**config.mk**
```make
export PLATFORM = sky130hd
export DESIGN_NAME = vga_capture
export DESIGN_NICKNAME = d
export VERILOG_FILES = /design/src/rtl/vga_capture.sv
export SDC_FILE = /design/constraint.sdc
export NUM_CORES = 1
export LEC_CHECK = 0
export ABC_CLOCK_PERIOD_IN_PS = 6700
export CAP_MARGIN = 10
export CORE_MARGIN = 4
export CORE_UTILIZATION = 35
export DETAILED_ROUTE_END_ITERATION = 12
export SETUP_SLACK_MARGIN = 0.3
export SLEW_MARGIN = 20
export SYNTH_ARGS = -nofsm -noshare
export SYNTH_HDL_FRONTEND = slang
export SYNTH_SLANG_ARGS = --single-unit
```
**constraint.sdc**
```tcl
create_clock -name Clock -period 6.7 [get_ports Clock]
set_clock_uncertainty 0.2 [all_clocks]
set_input_delay 1.34 -clock Clock [delete_from_list [all_inputs] [get_ports Clock]]
set_output_delay 1.34 -clock Clock [all_outputs]
set_load 0.03 [all_outputs]
```
**src/rtl/vga_capture.sv**
```systemverilog
// vga_capture: recovers the pixel raster from an incoming VGA stream, checks line/frame timing and emits coordinates with each active pixel
module vga_capture #(
  parameter int H_SYNC_CYC   = 96,
  parameter int X_START      = 144,
  parameter int H_SYNC_ACT   = 640,
  parameter int H_SYNC_TOTAL = 800,
  parameter int V_SYNC_CYC   = 2,
  parameter int Y_START      = 35,
  parameter int V_SYNC_ACT   = 480,
  parameter int V_SYNC_TOTAL = 525,
  parameter int LOCK_FRAMES  = 2
) (
  input  logic        Clock,
  input  logic        reset,
  input  logic        iVGA_H_SYNC,
  input  logic        iVGA_V_SYNC,
  input  logic [9:0]  iVGA_R,
  input  logic [9:0]  iVGA_G,
  input  logic [9:0]  iVGA_B,
  output logic        oPixel_valid,
  output logic [9:0]  oCoord_X,
  output logic [9:0]  oCoord_Y,
  output logic [9:0]  oRed,
  output logic [9:0]  oGreen,
  output logic [9:0]  oBlue,
  output logic        oFrame_start,
  output logic        oLocked,
  output logic        oH_error,
  output logic        oV_error,
  output logic [10:0] oLine_length
);
  localparam logic [10:0] XS = 11'(X_START);
  localparam logic [10:0] XE = 11'(X_START + H_SYNC_ACT);
  localparam logic [10:0] YS = 11'(Y_START);
  localparam logic [10:0] YE = 11'(Y_START + V_SYNC_ACT);
  localparam logic [10:0] HT = 11'(H_SYNC_TOTAL);
  localparam logic [10:0] VL = 11'(V_SYNC_TOTAL - 1);
  localparam int GW = LOCK_FRAMES > 1 ? $clog2(LOCK_FRAMES + 1) : 1;
  localparam logic [GW-1:0] LF = GW'(LOCK_FRAMES);
  // a sync pulse reaching into the active region makes the mode uncapturable, so it never locks
  localparam bit MODE_OK = (H_SYNC_CYC < X_START) && (V_SYNC_CYC < Y_START);

  typedef enum logic [1:0] {SEARCH, COUNT, LOCKED} state_t;

  state_t          state;
  logic [GW-1:0]   good;
  logic            hs1, hs2, vs1, vs2;
  logic [9:0]      r1, g1, b1, r2, g2, b2;
  logic [10:0]     h_cnt, v_cnt, len_q;
  logic            hf_q, h_bad_q, v_bad_q, bnd_q, seen_h, seen_v, v_pending, frame_bad;
  logic            h_fall, v_fall, bnd, tmo, err, pix_ok;

  assign h_fall = hs2 & ~hs1;
  assign v_fall = vs2 & ~vs1;
  assign bnd    = h_fall & (v_pending | v_fall);
  assign tmo    = h_cnt == '1;
  assign err    = h_bad_q | v_bad_q | tmo;
  assign pix_ok = state == LOCKED && h_cnt >= XS && h_cnt < XE && v_cnt >= YS && v_cnt < YE;

  // input registers; syncs get a second stage for falling-edge detection
  always_ff @(posedge Clock or posedge reset)
    if (reset) begin
      {hs1, hs2, vs1, vs2} <= '0;
      {r1, g1, b1} <= '0;
    end else begin
      hs1 <= iVGA_H_SYNC;
      hs2 <= hs1;
      vs1 <= iVGA_V_SYNC;
      vs2 <= vs1;
      {r1, g1, b1} <= {iVGA_R, iVGA_G, iVGA_B};
    end

  // raster counters: h_cnt/v_cnt give the position of the sample now held in r2/g2/b2
  always_ff @(posedge Clock or posedge reset)
    if (reset) begin
      {h_cnt, v_cnt, len_q} <= '0;
      {hf_q, h_bad_q, v_bad_q, bnd_q, seen_h, seen_v, v_pending} <= '0;
      {r2, g2, b2} <= '0;
    end else begin
      h_cnt     <= h_fall ? '0 : tmo ? h_cnt : h_cnt + 11'd1;
      hf_q      <= h_fall;
      len_q     <= h_cnt + 11'd1;
      h_bad_q   <= h_fall & seen_h & (h_cnt + 11'd1 != HT);
      seen_h    <= seen_h | h_fall;
      v_pending <= (v_pending | v_fall) & ~h_fall;
      v_cnt     <= bnd ? '0 : (h_fall && v_cnt != '1) ? v_cnt + 11'd1 : v_cnt;
      bnd_q     <= bnd;
      v_bad_q   <= bnd & seen_v & (v_cnt != VL);
      seen_v    <= seen_v | bnd;
      {r2, g2, b2} <= {r1, g1, b1};
    end

  // lock FSM, sticky error flags and registered pixel outputs
  always_ff @(posedge Clock or posedge reset)
    if (reset) begin
      state <= SEARCH;
      good <= '0;
      frame_bad <= 1'b0;
      {oPixel_valid, oFrame_start, oLocked, oH_error, oV_error} <= '0;
      {oCoord_X, oCoord_Y, oRed, oGreen, oBlue, oLine_length} <= '0;
    end else begin
      oLine_length <= hf_q ? len_q : oLine_length;
      oH_error     <= oH_error | h_bad_q | tmo;
      oV_error     <= oV_error | v_bad_q;
      frame_bad    <= bnd_q ? 1'b0 : frame_bad | err;
      oPixel_valid <= pix_ok;
      oCoord_X     <= pix_ok ? 10'(h_cnt - XS) : '0;
      oCoord_Y     <= pix_ok ? 10'(v_cnt - YS) : '0;
      oRed         <= pix_ok ? r2 : '0;
      oGreen       <= pix_ok ? g2 : '0;
      oBlue        <= pix_ok ? b2 : '0;
      oFrame_start <= pix_ok && h_cnt == XS && v_cnt == YS;
      case (state)
        SEARCH: if (bnd_q && MODE_OK) begin
          state <= COUNT;
          good  <= '0;
        end
        COUNT: if (bnd_q) begin
          good <= (frame_bad | err) ? '0 : good + GW'(1);
          if (!(frame_bad | err) && good + GW'(1) == LF) begin
            state   <= LOCKED;
            oLocked <= 1'b1;
          end
        end
        LOCKED: if (err) begin
          state   <= SEARCH;
          oLocked <= 1'b0;
        end
        default: begin
          state   <= SEARCH;
          oLocked <= 1'b0;
        end
      endcase
    end
endmodule

```
**Word level (Yosys, flattened, before mapping)**

Index checks and enable logic that the tools add are counted.

- Muxes and demuxes: 23
- Reduce and logical (&&, ||, !) cells: 15
- Add/sub/neg operators: 5
- Bitwise gates (word level): 21
- Order comparisons: 4
- Equality and inequality tests: 14

Operators with widths:

| operator | count |
|---|---|
| 10-bit 2-to-1 mux | 5 |
| 11-bit 2-to-1 mux | 4 |
| 11-bit by 1-bit adder with 11-bit output, second input constant | 2 |
| 11-bit by 10-bit less-than comparator with 1-bit output, second input constant | 2 |
| 11-bit by 10-bit inequality test with 1-bit output, second input constant | 2 |
| 2-bit 2-to-1 mux | 7 |
| 11-bit equality test, second input constant | 1 |
| 11-bit by 6-bit equality test with 1-bit output, second input constant | 1 |
| 11-bit by 8-bit equality test with 1-bit output, second input constant | 1 |
| 11-bit by 6-bit greater-or-equal comparator with 1-bit output, second input constant | 1 |
| 11-bit by 8-bit greater-or-equal comparator with 1-bit output, second input constant | 1 |
| 11-bit inequality test, second input constant | 1 |
| 2-bit inequality test, second input constant | 5 |
| 10-bit by 6-bit subtractor with 10-bit output, second input constant | 1 |
| 10-bit by 8-bit subtractor with 10-bit output, second input constant | 1 |
| 1-bit OR | 9 |
| 1-bit bitwise AND | 8 |
| 1-bit logical AND | 8 |
| 4-bit AND reduction | 2 |
| 2-bit one-hot mux with 3 select lines | 1 |
| 2-bit equality test, second input constant | 2 |
| 1-bit 2-to-1 mux | 4 |
| 1-bit NOT | 4 |
| 2-bit one-hot mux with 2 select lines | 1 |
| other kinds (7) | 8 |

- Flip-flop bits (word level): 175
- Bits of input ports: 34
- Output and inout bits: 66
- Word-level logic and storage cells: 116

**Depth between registers and ports, before layout**

Gate-level depths: netlist (run 1).

- Depth in word-level cells: 8
- Mapped depth: 8
- Gate-level depth less buffers: 7

**Worst setup path after synthesis (run 1)**

No wires, ideal clock.

- Kind: flip-flop to flip-flop
- From: register v_cnt[7]
- To: register oCoord_X[3]
- Setup slack: 4,581 ps
- Library setup time: 117 ps
- Stages on the path, launching flop included: 9
- Required time: 6,383 ps
- Buffers on the path: 2
- Period minus slack after synthesis: 2,119 ps
- Arrival: 1,802 ps
- Cell sequence: dfrtp_1 buf_6 or3_4 or3_1 nand2b_4 nand3_4 inv_4 buf_6 and2_4

- Cells in the longest elaborated chain, start to end: 4
- Elaborated cells on any way between the ends: 5
- Those cells by class: order compare: 2; mux: 1; reduce/logical: 2

Ends and longest elaborated chain:

| element | RTL line | text |
|---|---|---|
| start: declaration | 49 | `logic [10:0] h_cnt, v_cnt, len_q;` |
| start signal: assignment | 86 | `v_cnt <= bnd ? '0 : (h_fall && v_cnt != '1) ? v_cnt + 11'd1 : v_cnt;` |
| 11-bit by 6-bit greater-or-equal comparator with 1-bit output | 58 | `assign pix_ok = state == LOCKED && h_cnt >= XS && h_cnt < XE && v_cnt >= YS && v_cnt < YE;` |
| 1-bit logical AND | 58 |  |
| 1-bit logical AND (*) | 58 |  |
| 10-bit 2-to-1 mux (*) | 107 | `oCoord_X <= pix_ok ? 10'(h_cnt - XS) : '0;` |
| end signal: assignment | 107 |  |
| end: declaration | 21 | `output logic [9:0] oCoord_X,` |

Mark *: on every way between the ends. The rest lies on a longest branch, timed or not.
A chain may end at the register's enable or synchronous reset.

**Final worst setup path (run 1)**

- From: register oLocked
- To: output port oLocked

RTL lines:

| element | RTL line | text |
|---|---|---|
| start: declaration | 27 | `output logic oLocked,` |
| start signal: assignment | 99 | `{oPixel_valid, oFrame_start, oLocked, oH_error, oV_error} <= '0;` |
| start signal: assignment | 122 | `oLocked <= 1'b1;` |
| start signal: assignment | 127 | `oLocked <= 1'b0;` |

No word-level cell between the ends.

==> flow_metrics.py, run 1 <==
metrics = {
    "synthesis": {
        "post_synth.cell_area_avg_sq_um": 13.4,
        "synth_top_flop_cell": "sky130_fd_sc_hd__dfrtp_1",
        "synth_cell_type_count": 47,
        "synth_seq_cells": 175,
        "postSynthNetCount": 508,
        "synth-edff-count": 0,
        "netlist_area_sq_mm": 0.00625,
        "yosysWarningCount": 0,
        "syn_inst": 465,
        "ys_seq_area_share_pct": 70.1,
        "async_set_or_reset_flop_fraction_in_the_synthesized_netlist_pct": 100,
    },
    "grt": {
        "global_route_wire_length_before_repair_mm": 18.9,
        "maximum_number_of_pins_on_one_net_before_global_route_repair": 104,
        "first_global_vias": 3633,
        "antenna_found_initial": 0,
        "global_route.usage.total_pct": 12.1,
        "final_global_route_overflow_total": 0,
    },
    "die": {
        "floorplan.die.width_um": 142,
        "die-height_um": 142,
        "io_pins": 100,
        "dieArea_sq_mm": 0.0201,
        "placementRows": 48,
        "initial_utilization_pct": 35.9,
        "floorplan_core_area_sq_mm": 0.0174,
    },
    "cts": {
        "clock_sink_total": 175,
        "clk_pin_slew_ns": 0.06,
        "clockRootBuffer": "sky130_fd_sc_hd__clkbuf_16",
        "clock_tree.buffer_depth": 2,
        "cts-hold-fix-buffers": 0,
        "tritoncts_clock_tree": "done",
        "post_cts_buffers": 0,
        "numCtsBuffers": 17,
        "cts_repair_resize_count": 0,
        "worstSkewPairLatency_ns": 0.42,
        "cts.htree.levels": 4,
    },
    "sta": {
        "report.final.hold_viol_count": 0,
        "worst_slew_margin_rel_pct": 41.0,
        "setup_repair_after_global_routing_missed_its_margin": "false",
        "max_clock_freq_mhz": 332,
        "report.final.slew_viol_count": 0,
        "timing.final.crit_period_ns": 3.01,
        "final.period_utilization_pct": 44.9,
        "timing.final.setup_violations": 0,
        "transition_time_at_the_pin_with_the_least_slew_margin_ns": 0.884,
        "final.setup.tns_ns": 0,
        "whs_ns": 0.148,
    },
    "place": {
        "numPortBuffers": 99,
        "dp.final_hpwl_mm": 7.82,
        "routabilityCongestion": 0.807,
    },
    "final_layout": {
        "drive_gt1_share_pct": 14.5,
        "ff_latch_area_sq_mm": 0.00438,
        "syn_to_final_growth_pct": 28.1,
        "most_frequent_cells_in_the_layout": "sky130_fd_sc_hd__dfrtp_1, sky130_fd_sc_hd__clkdlybuf4s50_1, sky130_fd_sc_hd__nor2_1, sky130_fd_sc_hd__and2_4, sky130_fd_sc_hd__nand2_1",
        "antenna-diode-count": 0,
        "mostFrequentLayoutCell": "sky130_fd_sc_hd__dfrtp_1",
        "multi_input_area_sq_mm": 0.00167,
        "final.fill_count": 1549,
        "final_net_count": 604,
    },
    "hold_path": {
        "timing.hold.worst.class": "register to register",
    },
    "setup_path": {
        "path_class": "register to output pin",
        "endpoint_kind": "output pin",
        "worst-endpoint-arrival_ns": 1.47,
        "critical_path.max_stage_delay_ns": 0.68,
        "slowest_stage": "sky130_fd_sc_hd__clkdlybuf4s50_1",
        "critPathBufInv": 1,
        "worstPathCellList": "clkdlybuf4s50_1",
        "maximum_fanout_count_along_the_critical_path": 3,
        "crit_family": "buffers and inverters",
        "timing.critical_path.required_ns": 5.16,
        "cp-start-kind": "register",
    },
    "outcome": {
        "status": "finished clean",
    },
    "flow_run": {
        "total_of_max_cap_violations": 0,
    },
    "route": {
        "post_drt_via_cell_ratio": 4.54,
        "vias": 3631,
        "firstDrtPassIters": 4,
        "drt_first_iter_violations": 286,
        "wire_per_inst_um": 14.2,
        "antenna_violating_nets_post_route": 0,
        "postRouteWirelength_mm": 11.4,
        "route.detailed.drc": 0,
    },
    "power_and_ir_drop": {
        "peakVddDrop_uv": 181,
        "power_density_mw_per_mm2": 290,
        "leakagePower_nw": 3.61,
    },
}
==> cell usage after synthesis (2+ instances only) <==
library cell / number / area share (%)
sky130_fd_sc_hd__mux2_2: 11 / 2.0
sky130_fd_sc_hd__inv_1: 17 / 1.0
sky130_fd_sc_hd__buf_6: 4 / 0.72
sky130_fd_sc_hd__a21oi_1: 14 / 1.1
sky130_fd_sc_hd__buf_2: 7 / 0.56
sky130_fd_sc_hd__a41oi_1: 3 / 0.42
sky130_fd_sc_hd__mux2i_1: 2 / 0.32
sky130_fd_sc_hd__nor3_1: 10 / 0.80
sky130_fd_sc_hd__and3_1: 3 / 0.30
sky130_fd_sc_hd__nor2_1: 40 / 2.4
sky130_fd_sc_hd__and4_1: 3 / 0.42
sky130_fd_sc_hd__nor4b_1: 2 / 0.28
sky130_fd_sc_hd__and2_4: 29 / 4.1
sky130_fd_sc_hd__or2_2: 3 / 0.30
sky130_fd_sc_hd__dfrtp_1: 175 / 70
sky130_fd_sc_hd__a31oi_1: 3 / 0.30
sky130_fd_sc_hd__nand4_1: 8 / 0.80
sky130_fd_sc_hd__o21ai_0: 17 / 1.4
sky130_fd_sc_hd__ha_1: 9 / 1.8
sky130_fd_sc_hd__nand3_1: 6 / 0.48
sky130_fd_sc_hd__or3_1: 5 / 0.50
sky130_fd_sc_hd__nand2_1: 21 / 1.3
sky130_fd_sc_hd__o41ai_1: 2 / 0.28
sky130_fd_sc_hd__xnor2_1: 17 / 2.4
sky130_fd_sc_hd__and2_1: 4 / 0.40
sky130_fd_sc_hd__nand2b_1: 4 / 0.40
sky130_fd_sc_hd__clkbuf_1: 14 / 0.84
sky130_fd_sc_hd__nor4_1: 9 / 0.90
sky130_fd_sc_hd__xor2_1: 5 / 0.70
==> routing by layer <==
| metal | up-vias | routed length [um] | GRT usage, % |
|---|---|---|---|
| li1 | 1742 | - | - |
| met1 | 1783 | 4900 | 15.3 |
| met2 | 90 | 5720 | 19.0 |
| met3 | 16 | 517 | 3.88 |
| met4 | 0 | 204 | 5.40 |
| met5 | - | 0 | 0 |
==> per-stage QoR <==
stage               cell area [sq um]  std cells  setup slack (ns)  power [W]  utilization (%)
floorplan                        6250        465             0.415    0.00130                -
global placement                 7420        767              3.43    0.00137             42.6
detailed placement               7420        767              3.39    0.00138             42.6
CTS                              8010        799              3.64    0.00236             46.0
global route                     8010        799              3.59    0.00243             46.0
finish                           8010        799              3.69    0.00232             46.0
==> final cells by class <==
cell class	instances	share of cell area [%]
clock buffer	20	5.58
clock inverter	12	1.72
inverter	18	0.938
multi-input combinational	247	20.9
sequential	175	54.7
tap	225	3.52
timing repair buffer	102	12.7
==> final timing paths <==
path / from / to / slack (ns) / depth (start not counted)
min in group asynchronous: reset / g1[3] / 1.29 / 2
worst min-delay path: b1[3] / b2[3] / 0.15 / 0
max in group asynchronous: reset / b1[2] / 3.93 / 3
worst max-delay path: oLocked / oLocked / 3.69 / 1
worst min register to register: b1[3] / b2[3] / 0.15 / 0
worst max register to register: h_cnt[1] / good[0] / 4.08 / 7
==> logic make-up after synthesis <==
logic type	synth area share [%]
buffers and inverters	3.24
xor gates and xnor gates	3.08
adders and majority gates	1.80
AOI/OAI and AO/OA	5.07
muxes	2.30
and+or+nand+nor	14.4
DFF	70.1
==> power breakdown <==
group | leakage [nW] | switching, W | internal, W
registers | 2.24 | 0.0000506 | 0.00112
clock network | 0.286 | 0.000425 | 0.000541
logic | 1.09 | 0.000105 | 0.0000854
total | 3.61 | 0.000581 | 0.00174
==> state kept, by name, summed over array words and instances (netlist names), 2 cells and up <==
signal / cells
v_cnt: 11
oBlue: 10
oCoord_Y: 10
r2: 10
good: 2
state: 2
oLine_length: 11
g1: 10
len_q: 11
oGreen: 10
g2: 10
oRed: 10
b1: 10
h_cnt: 11
oCoord_X: 10
b2: 10
r1: 10
(Power assumes the default switching activity.)
==> run 2: changes to the inputs <==
--- a/config.mk
+++ b/config.mk
@@ -5,7 +5,7 @@
 export SDC_FILE = /design/constraint.sdc
 export NUM_CORES = 1
 export LEC_CHECK = 0
-export ABC_CLOCK_PERIOD_IN_PS = 6700
+export ABC_CLOCK_PERIOD_IN_PS = 2500
 export CAP_MARGIN = 10
 export CORE_MARGIN = 4
 export CORE_UTILIZATION = 35
==> constraint.sdc (replaced) <==
create_clock -name Clock -period 2.5 [get_ports Clock]
set_clock_uncertainty 0.2 [all_clocks]
set_input_delay 0.5 -clock Clock [delete_from_list [all_inputs] [get_ports Clock]]
set_output_delay 0.5 -clock Clock [all_outputs]
set_load 0.03 [all_outputs]
==> run 2 against run 1 <==
  * Routed wire length rose by 7.9%
  * Non-clock buffer count up 21
  * Final cell count up 2.9%
  * Global-route usage increased by 0.51 points
  * Register-to-register slack got worse by 3.7 ns
  * Setup slack lost 3.3 ns
  * Core utilization up 1.7 points
  * Die area unchanged
  * Combinational power increased to 3.1 times the previous value
  * Cell area grew 3.7%
==> flow_metrics.py, run 2 (synthesized netlist as in run 1, its figures left out) <==
metrics = {
    "cts": {
        "clockRootBuffer": "sky130_fd_sc_hd__clkbuf_16",
        "worstSkewPairLatency_ns": 0.42,
        "numCtsBuffers": 17,
        "clk_pin_slew_ns": 0.07,
        "tritoncts_clock_tree": "done",
        "clock_sink_total": 175,
        "cts.htree.levels": 4,
        "clock_tree.buffer_depth": 2,
    },
    "hold_path": {
        "timing.hold.worst.class": "register to register",
        "hold_path_startpoint": "r1[6]",
    },
    "sta": {
        "final.period_utilization_pct": 86.2,
        "timing.final.setup_violations": 0,
        "transition_time_at_the_pin_with_the_least_slew_margin_ns": 0.526,
        "report.final.slew_viol_count": 0,
        "timing.final.crit_period_ns": 2.16,
        "report.final.hold_viol_count": 0,
        "worst_slew_margin_rel_pct": 64.5,
        "minimum_setup_slack_in_the_final_design_ns": 0.344,
        "whs_ns": 0.148,
        "max_clock_freq_mhz": 464,
        "setup_repair_after_global_routing_missed_its_margin": "true",
    },
    "place": {
        "dp.final_hpwl_mm": 8.05,
        "routabilityCongestion": 0.839,
        "dp_slack_ns": 0.245,
        "post_dp_cell_area_sq_mm": 0.00752,
        "place_inst": 777,
        "numPortBuffers": 99,
    },
    "final_layout": {
        "final_core_util_pct": 47.7,
        "drive_gt1_share_pct": 19.9,
        "mostFrequentLayoutCell": "sky130_fd_sc_hd__dfrtp_1",
        "final.fill_count": 1529,
        "final_cells": 822,
        "syn_to_final_growth_pct": 32.8,
        "antenna-diode-count": 0,
        "most_frequent_cells_in_the_layout": "sky130_fd_sc_hd__dfrtp_1, sky130_fd_sc_hd__clkdlybuf4s50_1, sky130_fd_sc_hd__nor2_1, sky130_fd_sc_hd__and2_4, sky130_fd_sc_hd__nand2_1",
        "post-route-cell-area_sq_mm": 0.00830,
        "final_net_count": 628,
    },
    "power_and_ir_drop": {
        "power_density_mw_per_mm2": 750,
        "peakVddDrop_uv": 480,
        "leakagePower_nw": 3.85,
    },
    "setup_path": {
        "critPathBufInv": 1,
        "endpoint_kind": "output pin",
        "critical_path.max_stage_delay_ns": 0.70,
        "path_class": "register to output pin",
        "maximum_fanout_count_along_the_critical_path": 1,
        "crit_path_start": "oGreen[0]",
        "crit_family": "buffers and inverters",
        "cp-start-kind": "register",
        "worst-endpoint-arrival_ns": 1.46,
        "slowest_stage": "sky130_fd_sc_hd__clkdlybuf4s50_1",
        "worstPathCellList": "clkdlybuf4s50_1",
        "regToRegStartpoint": "h_cnt[1]",
        "timing.critical_path.required_ns": 1.80,
    },
    "die": {
        "placementRows": 48,
        "io_pins": 100,
        "floorplan.die.width_um": 142,
        "floorplan_core_area_sq_mm": 0.0174,
        "die-height_um": 142,
        "dieArea_sq_mm": 0.0201,
        "initial_utilization_pct": 35.9,
    },
    "route": {
        "postRouteWirelength_mm": 12.3,
        "vias": 3821,
        "drt_first_iter_violations": 322,
        "antenna_violating_nets_post_route": 0,
        "route.detailed.drc": 0,
        "post_drt_via_cell_ratio": 4.65,
        "firstDrtPassIters": 4,
        "wire_per_inst_um": 14.9,
    },
    "grt": {
        "global_route.usage.total_pct": 12.6,
        "first_global_vias": 3860,
        "antenna_found_initial": 0,
        "global_route_wire_length_before_repair_mm": 19.8,
        "final_global_route_overflow_total": 0,
        "maximum_number_of_pins_on_one_net_before_global_route_repair": 82,
    },
    "outcome": {
        "status": "finished clean",
    },
    "flow_run": {
        "total_of_max_cap_violations": 0,
    },
}
[run 2: metrics by stage]
stage               TNS, ns  power (W)
global route              0    0.00650
floorplan            -76.76    0.00349
detailed placement        0    0.00374
global placement          0    0.00372
CTS                       0    0.00630
finish                    0    0.00622
[run 2: area by class of cell]
type	count	area (sq um)	area share, %
Clock buffer	19	443	5.34
Clock inverter	12	126	1.52
Inverter	18	83.8	1.01
Multi-Input combinational cell	247	1710	20.6
Sequential cell	175	4390	52.9
Tap cell	225	282	3.39
Timing Repair Buffer	123	1240	14.9
Timing Repair inverter	3	26.3	0.317
[run 2: worst paths after layout]
kind / slack (ns) / endpoint / cells after the start
max in group asynchronous: 1.33 / h_cnt[1] / 3
hold reg to reg: 0.15 / r2[6] / 0
hold / removal: 0.15 / r2[6] / 0
setup / recovery: 0.34 / oGreen[0] / 1
setup reg to reg: 0.36 / h_bad_q / 7
min in group asynchronous: 0.38 / r1[8] / 3
[run 2: power by group]
part	total (W)	internal [W]	switching [W]	leakage, nW
clock network	0.00254	0.00142	0.00112	0.278
logic	0.000586	0.000259	0.000327	1.34
registers	0.00310	0.00300	0.000103	2.23
[run 2: repair_timing]
| item | 4_1_cts | 5_1_grt |
|---|---|---|
| gates resized for setup | 3 | 25 |
| pin swaps | 1 | 3 |
| buffers inserted | 1 | 10 |
| hold buffers | 0 | 0 |
| endpoints found under the setup margin | 36 | 67 |
| cloned | 0 | 3 |
[run 2: metal layers]
| layer | track usage, % | share of wire, % |
|---|---|---|
| met5 | 0 | 0 |
| met4 | 4.55 | 1.7 |
| met3 | 3.91 | 4.7 |
| met2 | 21.0 | 52 |
| met1 | 15.4 | 42 |
